<file path="src/rtl/mem_arb_pkg.sv">
// Shared types for the instruction-fetch / data-memory arbiter.
// Optional feature macro: MEM_ARB_ROUND_ROBIN_EN (round-robin tie break).
package mem_arb_pkg;

    typedef enum logic [1:0] {
        IDLE    = 2'b00,
        ISSUE   = 2'b01,
        BUSY    = 2'b10,
        RELEASE = 2'b11
    } arb_state_e;

    typedef enum logic {
        GNT_IF = 1'b0,
        GNT_DM = 1'b1
    } grant_e;

    localparam int unsigned TMR_W = 16;

endpackage

</file>
<file path="src/rtl/mem_arb_grant.sv">
// Two-requester grant selection: fixed dm-over-fetch priority by default,
// alternating on ties when MEM_ARB_ROUND_ROBIN_EN is defined.
module mem_arb_grant
    import mem_arb_pkg::*;
(
    input  logic clk,
    input  logic reset,
    input  logic if_req,
    input  logic dm_req,
    input  logic take,
    output logic gnt_dm
);

`ifdef MEM_ARB_ROUND_ROBIN_EN
    logic last_dm_q;
    logic last_dm_d;

    always_comb begin
        if (if_req && dm_req) begin
            gnt_dm = !last_dm_q;
        end else begin
            gnt_dm = dm_req;
        end
        last_dm_d = last_dm_q;
        if (take) begin
            last_dm_d = gnt_dm;
        end
    end

    // Pointer resets to "dm granted last" so fetch wins the first tie.
    always_ff @(posedge clk) begin
        if (reset) begin
            last_dm_q <= 1'b1;
        end else begin
            last_dm_q <= last_dm_d;
        end
    end
`else
    logic unused_rr;

    always_comb begin
        gnt_dm    = dm_req;
        unused_rr = clk ^ reset ^ if_req ^ take;
    end
`endif

endmodule

</file>
<file path="src/rtl/mem_arbiter.sv">
// Arbitrates fetch and data requests onto one memory-controller port.
// Optional feature macro: MEM_ARB_ROUND_ROBIN_EN (see mem_arb_grant).
module mem_arbiter
    import mem_arb_pkg::*;
#(
    parameter int WIDTH   = 32,
    parameter int ADWIDTH = 32,
    parameter int TIMEOUT = 64
) (
    input  logic               clk,
    input  logic               reset,
    input  logic               if_req,
    input  logic [ADWIDTH-1:0] if_addr,
    output logic [WIDTH-1:0]   if_rdata,
    output logic               if_done,
    output logic               if_err,
    input  logic               dm_req,
    input  logic               dm_rw,
    input  logic [ADWIDTH-1:0] dm_addr,
    input  logic [WIDTH-1:0]   dm_wdata,
    output logic [WIDTH-1:0]   dm_rdata,
    output logic               dm_done,
    output logic               dm_err,
    output logic               mc_valid,
    output logic               mc_rw,
    output logic [ADWIDTH-1:0] mc_addr,
    output logic [WIDTH-1:0]   mc_wdata,
    input  logic [WIDTH-1:0]   mc_rdata,
    input  logic               mc_ready
);

    localparam logic [TMR_W-1:0] TMR_LAST = TMR_W'(TIMEOUT - 1);

    arb_state_e         state_q, state_d;
    grant_e             gnt_q, gnt_d;
    logic [TMR_W-1:0]   timer_q, timer_d;
    logic               mc_valid_q, mc_valid_d;
    logic               mc_rw_q, mc_rw_d;
    logic [ADWIDTH-1:0] mc_addr_q, mc_addr_d;
    logic [WIDTH-1:0]   mc_wdata_q, mc_wdata_d;
    logic [WIDTH-1:0]   if_rdata_q, if_rdata_d;
    logic [WIDTH-1:0]   dm_rdata_q, dm_rdata_d;
    logic               if_done_q, if_done_d;
    logic               if_err_q, if_err_d;
    logic               dm_done_q, dm_done_d;
    logic               dm_err_q, dm_err_d;

    logic               gnt_dm;
    logic               take;
    logic [ADWIDTH-1:0] sel_addr;
    logic               fin;
    logic               fin_err;
    logic               fin_dm;
    logic [WIDTH-1:0]   fin_data;

    mem_arb_grant u_grant (
        .clk    (clk),
        .reset  (reset),
        .if_req (if_req),
        .dm_req (dm_req),
        .take   (take),
        .gnt_dm (gnt_dm)
    );

    always_comb begin
        state_d    = state_q;
        gnt_d      = gnt_q;
        timer_d    = timer_q;
        mc_valid_d = mc_valid_q;
        mc_rw_d    = mc_rw_q;
        mc_addr_d  = mc_addr_q;
        mc_wdata_d = mc_wdata_q;
        if_rdata_d = if_rdata_q;
        dm_rdata_d = dm_rdata_q;
        if_done_d  = 1'b0;
        if_err_d   = 1'b0;
        dm_done_d  = 1'b0;
        dm_err_d   = 1'b0;
        take       = 1'b0;
        fin        = 1'b0;
        fin_err    = 1'b0;
        fin_dm     = (gnt_q == GNT_DM);
        fin_data   = mc_rdata;
        sel_addr   = gnt_dm ? dm_addr : if_addr;

        case (state_q)
            IDLE: begin
                if (if_req || dm_req) begin
                    take  = 1'b1;
                    gnt_d = gnt_dm ? GNT_DM : GNT_IF;
                    // Misaligned requests complete with an error without touching the bus.
                    if (sel_addr[1:0] != 2'b00) begin
                        fin      = 1'b1;
                        fin_err  = 1'b1;
                        fin_dm   = gnt_dm;
                        fin_data = '0;
                    end else begin
                        state_d    = ISSUE;
                        timer_d    = '0;
                        mc_valid_d = 1'b1;
                        mc_rw_d    = gnt_dm & dm_rw;
                        mc_addr_d  = sel_addr;
                        mc_wdata_d = gnt_dm ? dm_wdata : '0;
                    end
                end
            end
            ISSUE, BUSY: begin
                if (state_q == BUSY && mc_ready) begin
                    fin = 1'b1;
                end else if (timer_q == TMR_LAST) begin
                    fin      = 1'b1;
                    fin_err  = 1'b1;
                    fin_data = '0;
                end else begin
                    timer_d = timer_q + TMR_W'(1);
                    if (state_q == ISSUE && !mc_ready) begin
                        state_d = BUSY;
                    end
                end
            end
            RELEASE: begin
                state_d = IDLE;
            end
            default: begin
                state_d = IDLE;
            end
        endcase

        if (fin) begin
            state_d    = RELEASE;
            mc_valid_d = 1'b0;
            if (fin_dm) begin
                dm_done_d  = 1'b1;
                dm_err_d   = fin_err;
                dm_rdata_d = fin_data;
            end else begin
                if_done_d  = 1'b1;
                if_err_d   = fin_err;
                if_rdata_d = fin_data;
            end
        end
    end

    always_ff @(posedge clk) begin
        if (reset) begin
            state_q    <= IDLE;
            gnt_q      <= GNT_IF;
            timer_q    <= '0;
            mc_valid_q <= 1'b0;
            mc_rw_q    <= 1'b0;
            mc_addr_q  <= '0;
            mc_wdata_q <= '0;
            if_rdata_q <= '0;
            dm_rdata_q <= '0;
            if_done_q  <= 1'b0;
            if_err_q   <= 1'b0;
            dm_done_q  <= 1'b0;
            dm_err_q   <= 1'b0;
        end else begin
            state_q    <= state_d;
            gnt_q      <= gnt_d;
            timer_q    <= timer_d;
            mc_valid_q <= mc_valid_d;
            mc_rw_q    <= mc_rw_d;
            mc_addr_q  <= mc_addr_d;
            mc_wdata_q <= mc_wdata_d;
            if_rdata_q <= if_rdata_d;
            dm_rdata_q <= dm_rdata_d;
            if_done_q  <= if_done_d;
            if_err_q   <= if_err_d;
            dm_done_q  <= dm_done_d;
            dm_err_q   <= dm_err_d;
        end
    end

    assign if_rdata = if_rdata_q;
    assign if_done  = if_done_q;
    assign if_err   = if_err_q;
    assign dm_rdata = dm_rdata_q;
    assign dm_done  = dm_done_q;
    assign dm_err   = dm_err_q;
    assign mc_valid = mc_valid_q;
    assign mc_rw    = mc_rw_q;
    assign mc_addr  = mc_addr_q;
    assign mc_wdata = mc_wdata_q;

endmodule

</file>
<file path="config.mk">
export PLATFORM = sky130hd
export DESIGN_NAME = mem_arbiter
export DESIGN_NICKNAME = d
export VERILOG_FILES = /design/src/rtl/mem_arb_pkg.sv /design/src/rtl/mem_arb_grant.sv /design/src/rtl/mem_arbiter.sv
export SDC_FILE = /design/constraint.sdc
export NUM_CORES = 1
export LEC_CHECK = 0
export ABC_AREA = 1
export BUFFER_PORTS_ARGS = -buffer_cell sky130_fd_sc_hd__buf_2
export CORE_MARGIN = 2
export CORE_UTILIZATION = 53
export DETAILED_ROUTE_END_ITERATION = 8
export PLACE_DENSITY = 0.92
export SLEW_MARGIN = 30
export SYNTH_ARGS = -nofsm -noshare
export SYNTH_HDL_FRONTEND = slang
export SYNTH_HIERARCHICAL = 1
export SYNTH_SLANG_ARGS = --single-unit
</file>
<file path="constraint.sdc">
create_clock -name clk -period 5.2 [get_ports clk]
set_clock_uncertainty 0.2 [all_clocks]
set_input_delay 1.04 -clock clk [delete_from_list [all_inputs] [get_ports clk]]
set_output_delay 1.04 -clock clk [all_outputs]
set_load 0.03 [all_outputs]
</file>
# After elaboration in Yosys (flattened, before gate mapping)
# Cells that the tools add are included.
dict set report classes {
  add_sub_neg 1
  n_eq_ne 13
  muxes 32
  n_bitwise 4
  n_reduce_logical 18
}
# cell n
set ops {}
lappend ops {{$mux W32} 6}
lappend ops {{$mux W16} 4}
lappend ops {{$pmux W32 S2} 1}
lappend ops {{$pmux W16 S2} 1}
lappend ops {{$add A16 B1 Y16 const B} 1}
lappend ops {{$eq A16 B6 Y1 const B} 1}
lappend ops {{$ne A3 B3 Y1 const B} 5}
lappend ops {{$mux W2} 6}
lappend ops {{$mux W1} 11}
lappend ops {{$reduce_and A5 Y1} 2}
lappend ops {{$ne A2 B2 Y1 const B} 4}
lappend ops {{$pmux W2 S3} 1}
lappend ops {{$reduce_and A2 Y1} 3}
lappend ops {{$reduce_or A2 Y1} 3}
lappend ops {{$reduce_or A3 Y1} 2}
lappend ops {{$eq A2 B2 Y1 const B} 2}
lappend ops {{$pmux W1 S2} 2}
lappend ops {{$reduce_bool A2 Y1} 2}
lappend ops {{$not A1 Y1} 3}
lappend ops {{$reduce_and A3 Y1} 1}
lappend ops {{$eq A2 B1 Y1 const B} 1}
lappend ops {{$logic_and A1 B1 Y1} 2}
lappend ops {{$logic_not A2 Y1} 1}
lappend ops {{$and A1 B1 Y1} 1}
lappend ops {{other kinds (2)} 2}
dict set report word_totals {
  ff_bits 153
  in_bits 134
  output_inout_bits 134
  word_cells 81
}

# Depth between registers and ports, before layout
dict set report depth {
  depth_word 7
  mapped_depth 14
  mapped_depth_nobuf 12
}

# Hierarchy
# Netlist, hierarchy kept.
# module n_inst cells_each area_each_um2 seq_area_each_um2
set modules_own_cells {}
lappend modules_own_cells {mem_arbiter 1 1010 6790.3 3062.9}
lappend modules_own_cells {mem_arb_grant 1 1 7.5 0.0}

# Least setup slack after synthesis
# OpenSTA, ideal clock, no wires.
dict set report synth_timing {
  kind {input to register}
  from {input port dm_req}
  to {register if_rdata_q[24] (netlist: if_rdata[24])}
  setup_time_ns 0.113
  arrival_time_ns 2.395
  required_time_ns 4.887
  setup_slack_ns 2.492
  stages 9
  n_path_buf 3
  cell_sequence {buf_4 buf_2 nand3_1 nand2_1 a21oi_1 clkbuf_1 a21boi_0 nor2_1 nor2_1}
}
dict set report synth_between {
  elab_chain_len 7
  elab_cells_between_ends 14
  classes_between {10 x mux; 1 x bitwise; 3 x reduce/logical}
}
# item line
set synth_rtl {}
lappend synth_rtl {{start: declaration} mem_arbiter.sv:17} ;# input logic dm_req,
lappend synth_rtl {{$mux W32} mem_arbiter.sv:84} ;# sel_addr = gnt_dm ? dm_addr : if_addr;
lappend synth_rtl {{$reduce_bool A2 Y1} mem_arbiter.sv:92} ;# if (sel_addr[1:0] != 2'b00) begin
lappend synth_rtl {{$mux W1} mem_arbiter.sv:92}
lappend synth_rtl {{$mux W1} mem_arbiter.sv:88} ;# if (if_req || dm_req) begin
lappend synth_rtl {{$mux W1} mem_arbiter.sv:86} ;# case (state_q)
lappend synth_rtl {{$not A1 Y1 (no line)} -}
lappend synth_rtl {{$reduce_and A2 Y1 (no line)} -}
lappend synth_rtl {{end signal: assignment} mem_arbiter.sv:167} ;# if_rdata_q <= if_rdata_d;
lappend synth_rtl {{end: declaration} mem_arbiter.sv:41} ;# logic [WIDTH-1:0] if_rdata_q, if_rdata_d;
# Parallel ways exist; a longest one is shown, timed or not.
# A chain may end at the register's enable or synchronous reset.

# Worst setup path after layout
dict set report layout_timing {
  from {input port dm_req}
  to {register if_rdata_q[0] (netlist: if_rdata[0])}
}
# Same word-level chain as after synthesis.

==> results.txt <==
status: finished clean
Reg2Reg Depth: 11
Fmax: 0.2707 GHz
#FFs+latches synth: 153
DIE WIDTH: 117.3 um
Max FO, Critical Path: 34
number of global-route vias before repair: 6667
worst hold endpoint: mc_addr[1]
grt total ovfl: 0
Least-Margin Pin Slew: 0.9989 ns
sequential share of the synthesized area: 45.06%
P&R area growth vs syn: 30.20%
die height: 117.3 um
max-slew violation count: 0
NumNets Final: 1391
Crit path largest cell delay: 0.52 ns
CP max-delay cell: nand3_2
Yosys warnings: 6
mean post-synth cell area: 6.724 um2
power density cells: 540.6 nW/um2
RSZ-0062 raised after global routing: no
drt drc: 0
Pwr Total: 4.785 mW
Crit Path Class: in2reg
first-pass GRT wire length: 30700 um
number of setup buffers added after CTS: 0
post-DR wirelength/cell: 13.79 um
Vias/cell: 5.051
Clock transition at path regs: 0.06 ns
CP endpoint kind: flip-flop
Total GRT Usage: 28.69%
Startpoint Class: input pin
worst path cell trace: buf_2, nor2_1, nor2_4, nand3_2, a21oi_4, nand3_2, buf_4, nand2_1, nand2_1, nor2_1
Syn Nets: 1150
DR iter-0 viols: 557
WP data arrival: 3.85 ns
largest net degree at the start of global routing: 49
Unique masters post-synth: 29
Lkg Pwr: 4.674 nW
final wirelength: 19850 um
H-tree lvl count: 4
final period utilization: 71.03%
Worst R2R End: if_rdata[0]
cts repair resizes: 0
ANT nets after route: 0
CTS Sinks: 153
setup violators final: 0
min cycle time layout: 3.694 ns
layout cell share with drive strength beyond 1: 25.53%
hold_buf cts: 0
R2R Path Start: state_q[1]
Cell Rows: 41
fillcell total: 1041
setup slack, reg-to-reg: 2.03 ns
Peak VDD IR: 0.0003088 V
HP Start: mc_addr[1]
HPWL Detailed: 13830 um
antenna violations before repair: 0
detailed-router iteration count before antenna repair: 7
Critical Path RT: 5.36 ns
clk buf depth: 2
Final TNS setup: 0 ns
WHS Path Cells: 2
Vias: 7268
Final Hold Fails: 0
Die ar.: 13750 um2
Cells after Synth: 1011
Port Buffer Count: 267
CTS tree: done
Synth Cell Area: 6798 um2
IO Pins: 268
core area: 12570 um2
CTS buffer count: 17
Max-cap violations: 0
Root Driver: clkbuf_16
Tightest Hold Check Type: reg2reg
Initial Util: 54.09%
clock insertion delay at the later pin of the skew report: 0.42 ns
placer congestion estimate: 0.9235
Slew headroom: 33.25%
-- cells in the mapped netlist (all sizes together) --
master	number	share of area, %
a21boi	25	2.8
a21oi	52	4.0
a31oi	30	2.8
and2	1	0.092
buf	12	1.0
clkbuf	46	2.5
clkinv	2	0.11
dfxtp	153	45
ha	5	0.92
inv	103	5.7
nand2	297	16
nand3	64	4.9
nand3b	1	0.11
nand4	3	0.28
nor2	170	9.5
nor3	4	0.37
o21ai	38	2.8
xor2	5	0.64
-- sequential cells by signal (all words and copies together), names as in the netlist --
signal / cells
dm_done: 1
dm_err: 1
dm_rdata: 32
gnt_q: 1
if_done: 1
if_err: 1
if_rdata: 32
mc_addr: 32
mc_rw: 1
mc_valid: 1
mc_wdata: 32
state_q: 2
timer_q: 16
-- stage by stage --
step / util, % / hold WS (ns) / worst slack [ns] / instances / instance area [um2]
final: 70.42 / 0.2446 / 1.506 / 1439 / 8851
after detailed placement: 65.34 / 0.2354 / 1.123 / 1405 / 8212
after CTS: 70.38 / 0.2460 / 1.550 / 1437 / 8846
after global placement: 65.34 / 0.2308 / 1.218 / 1405 / 8212
after global routing: 70.38 / 0.2523 / 1.263 / 1437 / 8846
after floorplan: - / 0.2592 / 2.492 / 1011 / 6798
-- placed cells by master, fill, tap and decap left out, types with 2 or more instances in the layout --
cell type	n
a21boi_0	18
a21boi_1	7
a21oi_1	50
a31oi_1	30
buf_2	267
buf_4	13
bufinv_16	3
clkbuf_16	17
clkbuf_8	5
clkinv_1	2
clkinv_4	2
clkinvlp_4	2
dfxtp_1	153
diode_2	2
ha_1	5
inv_1	100
inv_2	3
nand2_1	296
nand3_1	61
nand3_2	3
nand4_1	3
nor2_1	168
nor3_1	3
o21ai_0	37
xor2_1	5
-- report_power, final --
part / switching [mW] / internal [mW]
Combinational: 1.43 / 0.531
Clock: 0.483 / 0.821
Sequential: 0.124 / 1.40
Total: 2.03 / 2.75
-- critical path: cells and delay by family --
| family | cells | cell delay [ns] |
|---|---|---|
| AOI/OAI and AO/OA | 1 | 0.29 |
| buffers and inverters | 2 | 0.90 |
| and+or+nand+nor | 7 | 1.58 |
-- layer usage --
metal	share of wire [%]	GRT usage (%)	wire, um	vias up
met2	51	49.08	10100	309
met3	6.5	7.930	1292	64
met4	4.5	16.63	897	0
met5	0	0	0	-
li1	-	-	-	3636
met1	38	31.98	7557	3259
-- final cells by class --
type | instances | area (um2) | share of cell area (%)
timing repair buffer | 280 | 1434 | 16.20
antenna | 2 | 5.005 | 0.05655
inverter | 105 | 394.1 | 4.453
tap | 172 | 215.2 | 2.431
sequential | 153 | 3063 | 34.61
clock inverter | 9 | 136.4 | 1.541
multi-input combinational | 695 | 3105 | 35.09
clock buffer | 23 | 498.0 | 5.626
-- worst max path at each step --
stage,from,to,cells past startpoint
detailed placement,dm_req,if_rdata[0],10
finish,dm_req,if_rdata[0],10
global route,dm_req,if_rdata[21],10
CTS,dm_req,if_rdata[0],10
floorplan,dm_req,if_rdata[24],9
global placement,dm_req,if_rdata[16],9
-- kinds of logic (layout without fill, tap and decap cells) --
| group | after synthesis | in the layout | share of synthesized area (%) |
|---|---|---|---|
| AOI/OAI and AO/OA | 145 | 145 | 12.31 |
| xor gates and xnor gates | 5 | 5 | 0.6442 |
| adders and majority gates | 5 | 5 | 0.9203 |
| buffers and inverters | 163 | 417 | 9.387 |
| DFF | 153 | 153 | 45.06 |
| other | 0 | 2 | 0 |
| and+or+nand+nor | 540 | 540 | 31.68 |
(Power assumes the default switching activity.)
